<file path="config.mk">
export PLATFORM = sky130hd
export DESIGN_NAME = ps2_host_tx
export DESIGN_NICKNAME = d
export VERILOG_FILES = /design/src/rtl/ps2_pkg.sv /design/src/rtl/ps2_line_filter.sv /design/src/rtl/ps2_host_tx.sv
export SDC_FILE = /design/constraint.sdc
export NUM_CORES = 1
export LEC_CHECK = 0
export CELL_PAD_IN_SITES_DETAIL_PLACEMENT = 0
export CELL_PAD_IN_SITES_GLOBAL_PLACEMENT = 1
export CORE_AREA = 4 4 97 99
export CTS_CLUSTER_SIZE = 28
export DETAILED_ROUTE_END_ITERATION = 10
export DIE_AREA = 0 0 101 103
export PLACE_DENSITY_LB_ADDON = 0.3
export SETUP_SLACK_MARGIN = 0.5
export SYNTH_ARGS = -nofsm -noshare
export SYNTH_HDL_FRONTEND = slang
export SYNTH_HIERARCHICAL = 1
export SYNTH_SLANG_ARGS = --single-unit
</file>
<file path="constraint.sdc">
create_clock -name i_clk -period 2.15 [get_ports i_clk]
set_input_delay 0.215 -clock i_clk [delete_from_list [all_inputs] [get_ports i_clk]]
set_output_delay 0.215 -clock i_clk [all_outputs]
set_load 0.02 [all_outputs]
</file>
<file path="src/rtl/ps2_pkg.sv">
// Shared types and constants for the PS/2 host transmit path: FSM states,
// counter widths, well-known mouse command bytes and the parity helper.
package ps2_pkg;

    typedef enum logic [2:0] {
        ST_IDLE,
        ST_INHIBIT,
        ST_RTS,
        ST_SEND,
        ST_ACK,
        ST_WAIT_IDLE,
        ST_DONE
    } tx_state_e;

    localparam int unsigned PHASE_W = 16;
    localparam int unsigned TMO_W   = 21;
    localparam int unsigned BIT_W   = 4;

    localparam logic [7:0] CMD_RESET    = 8'hFF;
    localparam logic [7:0] CMD_ENABLE   = 8'hF4;
    localparam logic [7:0] CMD_SET_RATE = 8'hF3;
    localparam logic [7:0] DEV_ACK      = 8'hFA;

    // Odd parity: the parity bit makes the total count of ones in data+parity odd.
    function automatic logic odd_parity(input logic [7:0] b);
        return ~^b;
    endfunction

endpackage

</file>
<file path="src/rtl/ps2_line_filter.sv">
// Two-flop synchronizer plus run-length debounce for one PS/2 line; emits the
// synchronized level and a one-cycle strobe on each accepted 1->0 transition.
module ps2_line_filter #(
    parameter int unsigned FILTER_LEN = 8
) (
    input  logic clk,
    input  logic rst_n,
    input  logic i_line,
    output logic o_sync,
    output logic o_fall
);

    localparam int unsigned         CNT_W    = $clog2(FILTER_LEN + 1);
    localparam logic [CNT_W-1:0]    CNT_LAST = CNT_W'(FILTER_LEN - 1);

    logic             meta_q;
    logic             sync_q;
    logic             level_q, level_d;
    logic             fall_q, fall_d;
    logic [CNT_W-1:0] cnt_q, cnt_d;

    always_comb begin
        level_d = level_q;
        cnt_d   = '0;
        // A new level is accepted only after FILTER_LEN consecutive differing samples.
        if (sync_q != level_q) begin
            if (cnt_q == CNT_LAST) begin
                level_d = sync_q;
            end else begin
                cnt_d = cnt_q + CNT_W'(1);
            end
        end
        fall_d = level_q & ~level_d;
    end

    // NOTE: non-blocking assignments so every flop samples its pre-edge inputs.
    always_ff @(posedge clk or negedge rst_n) begin
        if (!rst_n) begin
            meta_q  <= 1'b1;
            sync_q  <= 1'b1;
            level_q <= 1'b1;
            cnt_q   <= '0;
            fall_q  <= 1'b0;
        end else begin
            meta_q  <= i_line;
            sync_q  <= meta_q;
            level_q <= level_d;
            cnt_q   <= cnt_d;
            fall_q  <= fall_d;
        end
    end

    assign o_sync = sync_q;
    assign o_fall = fall_q;

endmodule

</file>
<file path="src/rtl/ps2_host_tx.sv">
// Host-to-device PS/2 command transmitter: inhibit, request-to-send, clock out
// 8 data bits + parity + stop on device clock falls, then capture the ACK bit.
module ps2_host_tx
    import ps2_pkg::*;
#(
    parameter int unsigned INHIBIT_CYCLES = 12000,
    parameter int unsigned RTS_CYCLES     = 16,
    parameter int unsigned TIMEOUT_CYCLES = 1500000,
    parameter int unsigned FILTER_LEN     = 8
) (
    input  logic       i_clk,
    input  logic       i_reset_n,
    input  logic       i_PS2Clk,
    input  logic       i_PS2Data,
    input  logic [7:0] i_byte,
    input  logic       i_start,
    output logic       o_ps2clk_oe,
    output logic       o_ps2data_oe,
    output logic       o_busy,
    output logic       o_tx_active,
    output logic       o_done,
    output logic       o_ack_ok,
    output logic       o_error
);

    localparam logic [PHASE_W-1:0] INHIBIT_LAST = PHASE_W'(INHIBIT_CYCLES - 1);
    localparam logic [PHASE_W-1:0] RTS_LAST     = PHASE_W'(RTS_CYCLES - 1);
    localparam logic [TMO_W-1:0]   TMO_LAST     = TMO_W'(TIMEOUT_CYCLES - 1);
    localparam logic [BIT_W-1:0]   STOP_FALL    = BIT_W'(9);

    tx_state_e          state_q, state_d;
    logic [PHASE_W-1:0] phase_q, phase_d;
    logic [TMO_W-1:0]   tmo_q, tmo_d;
    logic [BIT_W-1:0]   bit_q, bit_d;
    logic [8:0]         shift_q, shift_d;
    logic               clk_oe_q, clk_oe_d;
    logic               data_oe_q, data_oe_d;
    logic               ack_ok_q, ack_ok_d;
    logic               done_q, done_d;
    logic               error_q, error_d;
    logic               data_meta_q, data_sync_q;

    logic clk_sync;
    logic clk_fall;

    ps2_line_filter #(
        .FILTER_LEN(FILTER_LEN)
    ) u_clk_filter (
        .clk    (i_clk),
        .rst_n  (i_reset_n),
        .i_line (i_PS2Clk),
        .o_sync (clk_sync),
        .o_fall (clk_fall)
    );

    always_comb begin
        // NOTE: every signal gets a default first so no path infers a latch.
        state_d   = state_q;
        phase_d   = phase_q;
        tmo_d     = tmo_q;
        bit_d     = bit_q;
        shift_d   = shift_q;
        clk_oe_d  = clk_oe_q;
        data_oe_d = data_oe_q;
        ack_ok_d  = ack_ok_q;
        done_d    = 1'b0;
        error_d   = 1'b0;

        if (state_q inside {ST_SEND, ST_ACK, ST_WAIT_IDLE}) begin
            tmo_d = clk_fall ? '0 : tmo_q + TMO_W'(1);
        end

        case (state_q)
            ST_IDLE: begin
                clk_oe_d  = 1'b0;
                data_oe_d = 1'b0;
                if (i_start) begin
                    shift_d  = {odd_parity(i_byte), i_byte};
                    phase_d  = '0;
                    clk_oe_d = 1'b1;
                    ack_ok_d = 1'b0;
                    state_d  = ST_INHIBIT;
                end
            end
            ST_INHIBIT: begin
                if (phase_q == INHIBIT_LAST) begin
                    phase_d   = '0;
                    data_oe_d = 1'b1;
                    state_d   = ST_RTS;
                end else begin
                    phase_d = phase_q + PHASE_W'(1);
                end
            end
            ST_RTS: begin
                if (phase_q == RTS_LAST) begin
                    clk_oe_d = 1'b0;
                    bit_d    = '0;
                    tmo_d    = '0;
                    state_d  = ST_SEND;
                end else begin
                    phase_d = phase_q + PHASE_W'(1);
                end
            end
            ST_SEND: begin
                // Shift register feeds data bits then parity; refill with 1 = released.
                if (clk_fall) begin
                    bit_d = bit_q + BIT_W'(1);
                    if (bit_q == STOP_FALL) begin
                        data_oe_d = 1'b0;
                        state_d   = ST_ACK;
                    end else begin
                        data_oe_d = ~shift_q[0];
                        shift_d   = {1'b1, shift_q[8:1]};
                    end
                end
            end
            ST_ACK: begin
                if (clk_fall) begin
                    bit_d    = bit_q + BIT_W'(1);
                    ack_ok_d = ~data_sync_q;
                    state_d  = ST_WAIT_IDLE;
                end
            end
            ST_WAIT_IDLE: begin
                if (clk_sync && data_sync_q) begin
                    done_d  = 1'b1;
                    state_d = ST_DONE;
                end
            end
            ST_DONE: begin
                state_d = ST_IDLE;
            end
            default: begin
                state_d = ST_IDLE;
            end
        endcase

        // A silent device aborts the transfer; lines are freed on the same edge.
        if ((state_q inside {ST_SEND, ST_ACK, ST_WAIT_IDLE}) && (tmo_q == TMO_LAST)) begin
            state_d   = ST_IDLE;
            clk_oe_d  = 1'b0;
            data_oe_d = 1'b0;
            done_d    = 1'b0;
            error_d   = 1'b1;
        end
    end

    always_ff @(posedge i_clk or negedge i_reset_n) begin
        if (!i_reset_n) begin
            state_q     <= ST_IDLE;
            phase_q     <= '0;
            tmo_q       <= '0;
            bit_q       <= '0;
            shift_q     <= '1;
            clk_oe_q    <= 1'b0;
            data_oe_q   <= 1'b0;
            ack_ok_q    <= 1'b0;
            done_q      <= 1'b0;
            error_q     <= 1'b0;
            data_meta_q <= 1'b1;
            data_sync_q <= 1'b1;
        end else begin
            state_q     <= state_d;
            phase_q     <= phase_d;
            tmo_q       <= tmo_d;
            bit_q       <= bit_d;
            shift_q     <= shift_d;
            clk_oe_q    <= clk_oe_d;
            data_oe_q   <= data_oe_d;
            ack_ok_q    <= ack_ok_d;
            done_q      <= done_d;
            error_q     <= error_d;
            data_meta_q <= i_PS2Data;
            data_sync_q <= data_meta_q;
        end
    end

    assign o_ps2clk_oe  = clk_oe_q;
    assign o_ps2data_oe = data_oe_q;
    assign o_busy       = (state_q != ST_IDLE);
    assign o_tx_active  = o_busy;
    assign o_done       = done_q;
    assign o_ack_ok     = done_q & ack_ok_q;
    assign o_error      = error_q;

endmodule

</file>
* After elaboration in Yosys (flattened, before gate mapping)
Cells that the tools add are included.
** Storage, ports and cells
- Register bits :: 68
- Input port bits :: 13
- Output and inout port bits :: 7
- Logic and storage cells :: 115
** Cells by class
- Add/sub/neg operators :: 4
- Eq/ne operators :: 25
- Mux-type cells :: 44
- Bitwise logic cells :: 5
- Reduce and logical (&&, ||, !) cells :: 20
** Operator list (number)
- 21-bit 2-to-1 mux :: 4
- 16-bit 2-to-1 mux :: 3
- 16-bit one-hot mux with 3 select lines :: 1
- 9-bit 2-to-1 mux :: 3
- 3-bit 2-to-1 mux :: 8
- 21-bit by 1-bit adder with 21-bit output (second input constant) :: 1
- 21-bit == test (second input constant) :: 1
- 3-bit one-hot mux with 6 select lines :: 1
- 9-bit one-hot mux with 2 select lines :: 1
- 16-bit by 1-bit adder with 16-bit output (second input constant) :: 1
- 16-bit by 14-bit == test with 1-bit output (second input constant) :: 1
- 16-bit by 4-bit == test with 1-bit output (second input constant) :: 1
- 4-bit 2-to-1 mux :: 4
- 1-bit 2-to-1 mux :: 15
- 3-bit by 1-bit != test with 1-bit output (second input constant) :: 4
- 3-bit AND reduction :: 4
- 3-bit nonzero test :: 4
- 3-bit != test (second input constant) :: 3
- 4-bit by 1-bit adder with 4-bit output (second input constant) :: 2
- 2-bit != test (second input constant) :: 4
- 4-bit one-hot mux with 2 select lines :: 1
- 8-bit XNOR reduction :: 1
- 7-bit AND reduction :: 1
- 3-bit by 2-bit == test with 1-bit output (second input constant) :: 2
- 17 further kinds :: 27

* Depth between registers and ports, before layout
Gate-level depths: netlist (run 1).
- Depth in word-level cells :: 5
- Gate-level depth with buffers :: 8
- Mapped depth without buffers :: 7

* By module
Netlist (run 1), hierarchy kept.
** By module, submodules not included
- ps2_host_tx :: instances 1, cells each 341, area an instance 3173.0 µm², sequential area each 1515.2 µm²
- ps2_line_filter :: instances 1, cells each 21, area an instance 311.5 µm², sequential area each 203.9 µm²

* Worst setup path after synthesis (run 1)
OpenSTA, ideal clock, no wires.
- Path kind :: register to register
- Start point :: register phase_q[5]
- End point :: register state_q[2]
- Setup time :: 0.120 ns
- Data arrival time :: 1.952 ns
- Data required time :: 2.030 ns
- Slack :: 0.078 ns
- Stages on the path, launching flop included :: 7
- Buffers on the path :: 0
- Period minus slack after synthesis :: 2.072 ns
- Path through :: dfrtp_1 or4_1 or3_4 o21bai_4 o21bai_4 nand2_2 a31o_1
** Between the ends
- Word-level cells in the longest chain between the ends :: 3
- Elaborated cells on any way between the ends :: 5
- Classes of those cells :: eq/ne: 4; reduce/logical: 1
** RTL lines
- start, declared :: RTL line ps2_host_tx.sv:32 : logic [PHASE_W-1:0] phase_q, phase_d;
- start signal, assigned :: RTL line ps2_host_tx.sv:164 : phase_q <= phase_d;
- 16-bit by 4-bit == test with 1-bit output / 16-bit by 14-bit == test with 1-bit output (equally long branches) :: RTL line ps2_host_tx.sv:95, ps2_host_tx.sv:86
- 3-bit != test (no source line)
- 7-bit AND reduction (no source line) (*)
- end signal, assigned :: RTL line ps2_host_tx.sv:163 : state_q <= state_d;
- end, declared :: RTL line ps2_host_tx.sv:31 : tx_state_e state_q, state_d;
Mark *: on every way between the ends. The rest lies on a longest branch, timed or not.
A chain may end at the register's enable or synchronous reset.

* Final worst setup path (run 1)
- Start point :: register phase_q[14]
- End point :: register tmo_q[10]
** Between the ends
- Word-level cells in the longest chain between the ends :: 3
** RTL lines
- 16-bit by 4-bit == test with 1-bit output :: RTL line ps2_host_tx.sv:95 : if (phase_q == RTS_LAST) begin
- 21-bit 2-to-1 mux :: RTL line ps2_host_tx.sv:95
- 21-bit 2-to-1 mux :: RTL line ps2_host_tx.sv:73 : case (state_q)
- named net tmo_d[10] :: RTL line ps2_host_tx.sv:33 : logic [TMO_W-1:0] tmo_q, tmo_d;
- end signal, assigned :: RTL line ps2_host_tx.sv:165 : tmo_q <= tmo_d;
- end, declared :: RTL line ps2_host_tx.sv:33
The timed path passes the listed nets, and every way through them passes these cells.

==> impl_metrics.csv, run 1 <==
group,metric,value,unit
min_path,whs_path_depth,1,
finish,multi_input_comb_area,0.001792,mm^2
logic_synthesis,syn_nets,380,
power,ir_worst_vdd,0.3619,mV
timing,finalCriticalPeriod,2.058,ns
worst_setup_path,critical_path_launch_point_type,"flop",
worst_setup_path,cp_data_arrival_time,2.29,ns
worst_setup_path,worstRegToRegCells,7,
timing,finalHoldViolations,0,
global_routing,grt_pass1_vias,2709,
finish,n_fill_cell,790,
worst_setup_path,timing.setup.critical_path_class,"flop to flop",
routing,drc,0,
routing,detail_route.wl_per_cell,14.36,um
worst_setup_path,reg2reg_slack,0.09,ns
global_routing,grt_antenna_before_repair,0,
cts,clock_latency,0.35,ns
logic_synthesis,syn_area,0.003485,mm^2
timing,grt_setup_unrepaired,"true",
place,detailed_place.area,0.003950,mm^2
logic_synthesis,yosys_warnings,6,
power,leakage,1.956,nW
cts,cts-buffers-inserted,9,
worst_setup_path,worst_setup_path_end_kind,"flop",
logic_synthesis,prevailing_post_synth_register_cell,"dfrtp_1",
finish,antenna-diode-count,0,
timing,final_critical_path_setup_slack,0.09246,ns
timing,tightest_slew,0.6075,ns
worst_setup_path,crit_path_top_delay_cell,"or4_4",
floorplanning,floorplan.rows,34,
timing,worst_relative_slew_slack,59.50,%
worst_setup_path,reg2reg_from,"phase_q[14]$_DFFE_PN0P_",
floorplanning,die-height,103,um
timing,setup-tns-final,0,ns
place,dpl_worst_slack,0.03279,ns
routing,drtIter0Drc,63,
cts,cts_tree,"built",
min_path,min-delay-start,"i_PS2Clk",
cts,cts.sink_count,68,
logic_synthesis,synth_top_area_share,38.78,%
routing,routed_via_density,5.153,
logic_synthesis,synthesized_area_per_cell,9.626,um^2
min_path,timing.hold.worst_endpoint,"u_clk_filter/meta_q$_DFF_PN1_",
place,dp_hpwl,4991,um
worst_setup_path,critical_path_buf_inv_count,2,
global_routing,grtUsageTotal,15.93,%
floorplanning,dieArea,0.01040,mm^2
finish,area_delta_synth_final,28.04,%
finish,num-nets-final,442,
logic_synthesis,synthTopCellsByArea,"dfrtp_1 (39%), dfstp_2 (11%), nor2_1 (6.6%)",
routing,vias,2767,
finish,regArea,0.001723,mm^2
logic_synthesis,synthesis.instances,362,
cts,max-clock-path-buffers,2,
timing,setup_viol,0,
cts,clk_root_buffer_cell,"clkbuf_8",
worst_setup_path,crit_path_start,"phase_q[14]$_DFFE_PN0P_",
floorplanning,io_pins,20,
worst_setup_path,critical-path-max-stage-delay,0.53,ns
cts,cts.clk_slew.worst_paths,0.08,ns
worst_setup_path,cp_num_cells,7,
power,pwr_density_cell,564.9,mW/mm^2
logic_synthesis,yosys.area.top_type,"dfrtp_1",
worst_setup_path,crit_path_cell_trace,"or4_4, or3_4, buf_4, nor2_4, a21o_4, clkbuf_16, nor2_1",
worst_setup_path,worst-endpoint-required,2.39,ns
floorplanning,die_w,101,um
global_routing,grt_overflow,0,
timing,clock-skew-final,0.006892,ns
worst_setup_path,rr_endpoint,"tmo_q[10]$_DFF_PN0_",
status,status,"finished clean",
logic_synthesis,ys_seq_elements,68,
logic_synthesis,ys_types,50,
logic_synthesis,ys_async_sr_fraction,100.0,%
floorplanning,coreArea,0.008551,mm^2
flow_run,max_cap_viol_count,0,
min_path,hp-class,"primary input to flop",
worst_setup_path,family_of_cells_with_the_greatest_summed_delay_on_the_critical_path,"simple AND/OR/NAND/NOR gates",
worst_setup_path,path_max_fanout,5,
place,port_buffers,19,
logic_synthesis,synth_enable_flop_cells,0,
place,routabilityCongestion,0.7988,
timing,fmax,486.0,MHz
global_routing,maximum_number_of_pins_on_one_net_before_global_route_repair,45,
floorplanning,start_util,40.75,%
routing,postRouteWirelength,7710,um
cts,cts_max_level,3,
global_routing,grt_first_pass_wirelength,13080,um
routing,ant_nets_after_route,0,
finish,postLayoutCellArea,0.004462,mm^2
routing,drt-pass1-iter-count,4,
logic_synthesis,ys_seq_area_share,49.34,%
finish,layout-drive-gt1-share,26.11,%
timing,finalMaxSlewViolations,0,
timing,final.period_utilization,95.70,%
-- report_power, final --
group	internal, mW	switching, mW	leakage, nW	total, mW
Sequential	1.32	0.0310	0.881	1.35
Combinational	0.0808	0.0721	0.982	0.153
Clock	0.530	0.484	0.0931	1.01
-- cells in the mapped netlist (4+ instances only) --
master	count
a21oi_1	6
a31oi_1	9
and4_1	4
buf_2	5
clkbuf_1	6
dfrtp_1	54
dfstp_2	14
ha_1	5
inv_1	7
nand2_1	44
nand3_1	14
nand3b_1	4
nand4_1	11
nor2_1	61
nor2b_1	4
nor3_1	8
nor4_1	5
o21ai_0	8
or3_1	4
xnor2_1	19
xor2_1	25
-- sequential cells by signal, indices dropped and copies added, names as in the netlist --
signal and cells:
tmo_q 21, ack_ok_q 1, phase_q 16, bit_q 4, u_clk_filter/cnt_q 4, shift_q 9
u_clk_filter/meta_q 1, u_clk_filter/level_q 1, data_meta_q 1, o_ps2data_oe 1, data_sync_q 1, u_clk_filter/o_sync 1
o_error 1, o_ps2clk_oe 1, u_clk_filter/o_fall 1, o_done 1, state_q 3
-- worst max path at each step --
stage                                   endpoint
after floorplan           state_q[2]$_DFFE_PN0P_
after global placement    state_q[2]$_DFFE_PN0P_
after detailed placement  state_q[2]$_DFFE_PN0P_
after CTS                 state_q[2]$_DFFE_PN0P_
after global routing      state_q[2]$_DFFE_PN0P_
final                        tmo_q[10]$_DFF_PN0_
-- per-stage QoR --
step | util, % | total power, mW | instances | hold slack (ns)
after floorplan | - | 1.455 | 362 | -0.08059
after global placement | 46.20 | 1.527 | 499 | 0.2501
after detailed placement | 46.20 | 1.530 | 499 | 0.2622
after CTS | 50.44 | 2.558 | 530 | 0.2531
after global routing | 52.18 | 2.652 | 537 | 0.2511
final | 52.18 | 2.521 | 537 | 0.2703
-- layout by cell type, fill, tap and decap left out, drive strengths merged, types with 3 or more instances in the layout --
cell           synthesis  final
a21boi                 3      3
a21oi                  6      6
a31oi                  9      9
and2                   3      3
and4                   5      5
buf                    6     42
clkbuf                 6     15
clkdlybuf4s50          0     15
clkinv                 0      3
dfrtp                 54     54
dfstp                 14     14
ha                     5      5
inv                    7      7
mux2i                  3      3
nand2                 45     45
nand3                 14     14
nand3b                 4      4
nand4                 11     11
nor2                  61     61
nor2b                  4      4
nor3                  10     10
nor3b                  4      4
nor4                   5      5
nor4b                  3      3
o21ai                  8      8
or3                    5      5
xnor2                 19     19
xor2                  25     25
-- layout make-up --
cell class	instances	area share [%]
well taps	108	3.029
repair buffers	63	13.49
clock buffers	11	2.944
multi-input cells	275	40.16
inverters	7	0.5889
clock inverters	5	1.178
flip-flops and latches	68	38.61
-- what timing repair did --
item | CTS | global route
setup buffers | 12 | 3
resized for setup | 26 | 24
endpoints found under the setup margin | 59 | 58
pin swaps | 5 | 7
endpoints found under the hold margin | 15 | 0
cloned | 2 | 4
hold buffers | 1 | 0
-- cells by family (layout without fill, tap and decap cells) --
family	after synthesis	after routing	share of synthesized area [%]
AND/OR/NAND/NOR	183	183	26.14
XOR/XNOR	44	44	11.06
multiplexers	5	5	1.616
AO/OA/AOI/OAI	38	38	7.720
buffers and inverters	19	86	2.334
flip-flops	68	68	49.34
adder cells (fa/ha/maj)	5	5	1.795
-- routing by layer --
layer  wire length [um]  vias up  GRT usage [%]  share of wire [%]
met3                215       11          3.857                2.8
met1               3599     1354          21.10                 47
met5                  0        -              0                  0
met4                107        0          6.135                1.4
met2               3787       33          25.32                 49
li1                   -     1369              -                  -
Note: power is estimated with default switching activity, not from simulation.
==> run 2, diff against run 1 <==
--- a/config.mk
+++ b/config.mk
@@ -5,12 +5,13 @@
 export SDC_FILE = /design/constraint.sdc
 export NUM_CORES = 1
 export LEC_CHECK = 0
+export ABC_AREA = 1
 export CELL_PAD_IN_SITES_DETAIL_PLACEMENT = 0
 export CELL_PAD_IN_SITES_GLOBAL_PLACEMENT = 1
-export CORE_AREA = 4 4 97 99
+export CORE_AREA = 4 4 105 107
 export CTS_CLUSTER_SIZE = 28
 export DETAILED_ROUTE_END_ITERATION = 10
-export DIE_AREA = 0 0 101 103
+export DIE_AREA = 0 0 109 111
 export PLACE_DENSITY_LB_ADDON = 0.3
 export SETUP_SLACK_MARGIN = 0.5
 export SYNTH_ARGS = -nofsm -noshare
==> constraint.sdc (replaced) <==
create_clock -name i_clk -period 2.15 [get_ports i_clk]
set_input_delay 0.215 -clock i_clk [delete_from_list [all_inputs] [get_ports i_clk]]
set_output_delay 0.215 -clock i_clk [all_outputs]
set_load 0.1 [all_outputs]
==> impl_metrics.csv, run 2 <==
group,metric,value,unit
timing,clock-skew-final,0.01086,ns
logic_synthesis,yosys_warnings,6,
worst_setup_path,critical_path_launch_point_type,"flop",
finish,layout-drive-gt1-share,22.87,%
logic_synthesis,synthesis.instances,542,
worst_setup_path,crit_path_top_delay_cell,"dfrtp_1",
global_routing,grtUsageTotal,16.63,%
min_path,timing.hold.worst_endpoint,"u_clk_filter/meta_q$_DFF_PN1_",
timing,tightest_slew,0.4461,ns
power,leakage,2.340,nW
cts,cts-buffers-inserted,9,
routing,routed_via_density,4.927,
routing,vias,3621,
logic_synthesis,yosys.area.top_type,"dfrtp_1",
power,intPower,3.208,mW
cts,clk_root_buffer_cell,"clkbuf_8",
power,switching_share,43.77,%
global_routing,grt_pass1_vias,3481,
timing,finalMaxSlewViolations,0,
finish,layout.cells.most_common,"nand2_1",
timing,fmax,597.4,MHz
logic_synthesis,ys_seq_area_share,43.17,%
finish,reg_top3,"tmo_q: 21 flops, phase_q: 16 flops, shift_q: 9 flops",
logic_synthesis,ys_types,37,
worst_setup_path,path_max_fanout,11,
worst_setup_path,rr_endpoint,"tmo_q[15]$_DFF_PN0_",
worst_setup_path,crit_path_cell_trace,"buf_6, nor2_4, clkinvlp_4, buf_12",
worst_setup_path,cp_data_arrival_time,1.46,ns
global_routing,grt_overflow,0,
power,clock_power_share,18.8,%
place,dp_hpwl,6655,um
logic_synthesis,ys_async_sr_fraction,100.0,%
timing,setup-tns-final,0,ns
logic_synthesis,synth_enable_flop_cells,0,
logic_synthesis,ys_seq_elements,68,
routing,drc,0,
timing,final.period_utilization,77.86,%
logic_synthesis,yosys.cell_count.top_type,"nand2_1",
power,ir_worst_vdd,0.5148,mV
routing,detail_route.wl_per_cell,13.15,um
timing,final_critical_path_setup_slack,0.4760,ns
place,routabilityCongestion,0.8440,
power,power_frac_comb,49.1,%
floorplanning,dieArea,0.01210,mm^2
power,power_frac_seq,32.1,%
finish,max_ffs_per_register,21,
worst_setup_path,critical-path-max-stage-delay,0.39,ns
power,p_sw,2.498,mW
finish,area_delta_synth_final,25.73,%
routing,postRouteWirelength,9667,um
cts,cts_max_level,3,
worst_setup_path,reg2reg_from,"state_q[2]$_DFFE_PN0P_",
cts,cts.clk_slew.worst_paths,0.08,ns
worst_setup_path,reg2reg_slack,0.57,ns
timing,finalHoldViolations,0,
global_routing,grt_first_pass_wirelength,16130,um
timing,grt_setup_unrepaired,"true",
floorplanning,start_util,39.28,%
global_routing,maximum_number_of_pins_on_one_net_before_global_route_repair,52,
logic_synthesis,syn_area,0.003983,mm^2
logic_synthesis,prevailing_post_synth_register_cell,"dfrtp_1",
worst_setup_path,timing.setup.critical_path_class,"flop to output port",
finish,highest_count_cells_in_the_layout_ignoring_fill_and_taps,"nand2_1 (130), nor2_1 (68), inv_1 (58), dfrtp_1 (50), nand3_1 (45)",
logic_synthesis,synth.cells.most_frequent,"nand2_1 (139), nor2_1 (80), inv_1 (66)",
floorplanning,die_w,109,um
logic_synthesis,synth_top_area_share,33.93,%
worst_setup_path,worst-endpoint-required,1.93,ns
cts,cts_tree,"built",
routing,drt-pass1-iter-count,4,
finish,largest_register,"tmo_q",
logic_synthesis,synthesized_area_per_cell,7.348,um^2
worst_setup_path,worst_setup_path_end_kind,"output port",
logic_synthesis,syn_nets,560,
finish,num-nets-final,612,
timing,setup_viol,0,
floorplanning,floorplan.rows,37,
finish,n_fill_cell,995,
flow_run,max_cap_viol_count,0,
cts,max-clock-path-buffers,2,
min_path,min-delay-start,"i_PS2Clk",
floorplanning,die-height,111,um
place,port_buffers,19,
floorplanning,io_pins,20,
finish,antenna-diode-count,0,
cts,cts.sink_count,68,
global_routing,grt_antenna_before_repair,0,
min_path,hp-class,"primary input to flop",
routing,ant_nets_after_route,0,
floorplanning,coreArea,0.01014,mm^2
place,dpl_worst_slack,0.3568,ns
min_path,whs_path_depth,1,
routing,drtIter0Drc,142,
finish,final_core_util,49.39,%
timing,worst_relative_slew_slack,70.26,%
power,pwr_density_cell,1140,mW/mm^2
timing,finalCriticalPeriod,1.674,ns
worst_setup_path,worstRegToRegCells,9,
logic_synthesis,synthTopCellsByArea,"dfrtp_1 (34%), nand2_1 (13%), dfstp_2 (9.2%)",
cts,clock_latency,0.35,ns
status,status,"finished clean",
run 2: how the worst max path moves through the flow:
stage / start / end / slack [ns]
after global routing: state_q[2]$_DFFE_PN0P_ / tmo_q[15]$_DFF_PN0_ / 0.40
final: state_q[2]$_DFFE_PN0P_ / o_tx_active / 0.48
after detailed placement: phase_q[0]$_DFFE_PN0P_ / tmo_q[14]$_DFF_PN0_ / 0.36
after CTS: state_q[0]$_DFFE_PN0P_ / o_tx_active / 0.46
after global placement: phase_q[0]$_DFFE_PN0P_ / tmo_q[14]$_DFF_PN0_ / 0.42
after floorplan: state_q[2]$_DFFE_PN0P_ / shift_q[5]$_DFFE_PN1P_ / 0.27
run 2: worst max-delay path, delay by kind of cell, from the launching register on:
family / cells / cell delay [ns]
buf+inv: 3 / 0.57
flops: 1 / 0.39
simple gates: 1 / 0.15
run 2: kinds of logic after synthesis:
logic type,after synthesis,synth area share [%]
xor gates and xnor gates,14,3.079
DFF,68,43.17
adders and majority gates,5,1.571
and+or+nand+nor,315,35.25
buffers and inverters,78,7.948
AOI/OAI and AO/OA,62,8.985
run 2: final cells by class:
cell class	instances	area (um^2)	share of cell area (%)
tap	136	170.2	3.398
timing repair inverter	1	5.005	0.09995
clock buffer	9	123.9	2.474
sequential	68	1724	34.43
timing repair buffer	48	461.7	9.220
multi-input combinational	396	2168	43.30
inverter	70	279.0	5.572
clock inverter	7	75.07	1.499
run 2: repair_timing:
item                                   4_1_cts  5_1_grt
gates resized for setup                     21       50
setup endpoints to repair                   48       55
hold buffers                                 1        0
cloned                                       0        2
pin swaps                                    5       15
buffers inserted                            10       11
endpoints found under the hold margin        8        0
run 2: per-layer routing:
layer  track usage, %  part of all wire [%]
met3            3.902                   3.1
met4            5.387                   1.3
met1            20.63                    46
met5                0                     0
met2            28.13                    50
run 2: stage by stage:
stage                     total power [mW]  hold slack [ns]  std cells  area, um^2
after floorplan                      3.437         -0.08059        542        4001
after global placement               3.988           0.1891        695        4364
after detailed placement             4.021           0.1873        695        4364
after CTS                            5.316           0.2395        722        4710
after global routing                 6.124           0.2478        735        5007
final                                5.706           0.2624        735        5007
run 2: power by group through the flow:
| stage | combinational, mW | sequential (mW) | clock (mW) |
|---|---|---|---|
| 4_1_cts | 2.39 | 1.81 | 1.12 |
| 3_5_place_dp | 2.17 | 1.85 | 0 |
| 6_report | 2.80 | 1.83 | 1.07 |
| 2_1_floorplan | 1.50 | 1.94 | 0 |
| 5_1_grt | 3.09 | 1.86 | 1.17 |
| 3_3_place_gp | 2.15 | 1.84 | 0 |
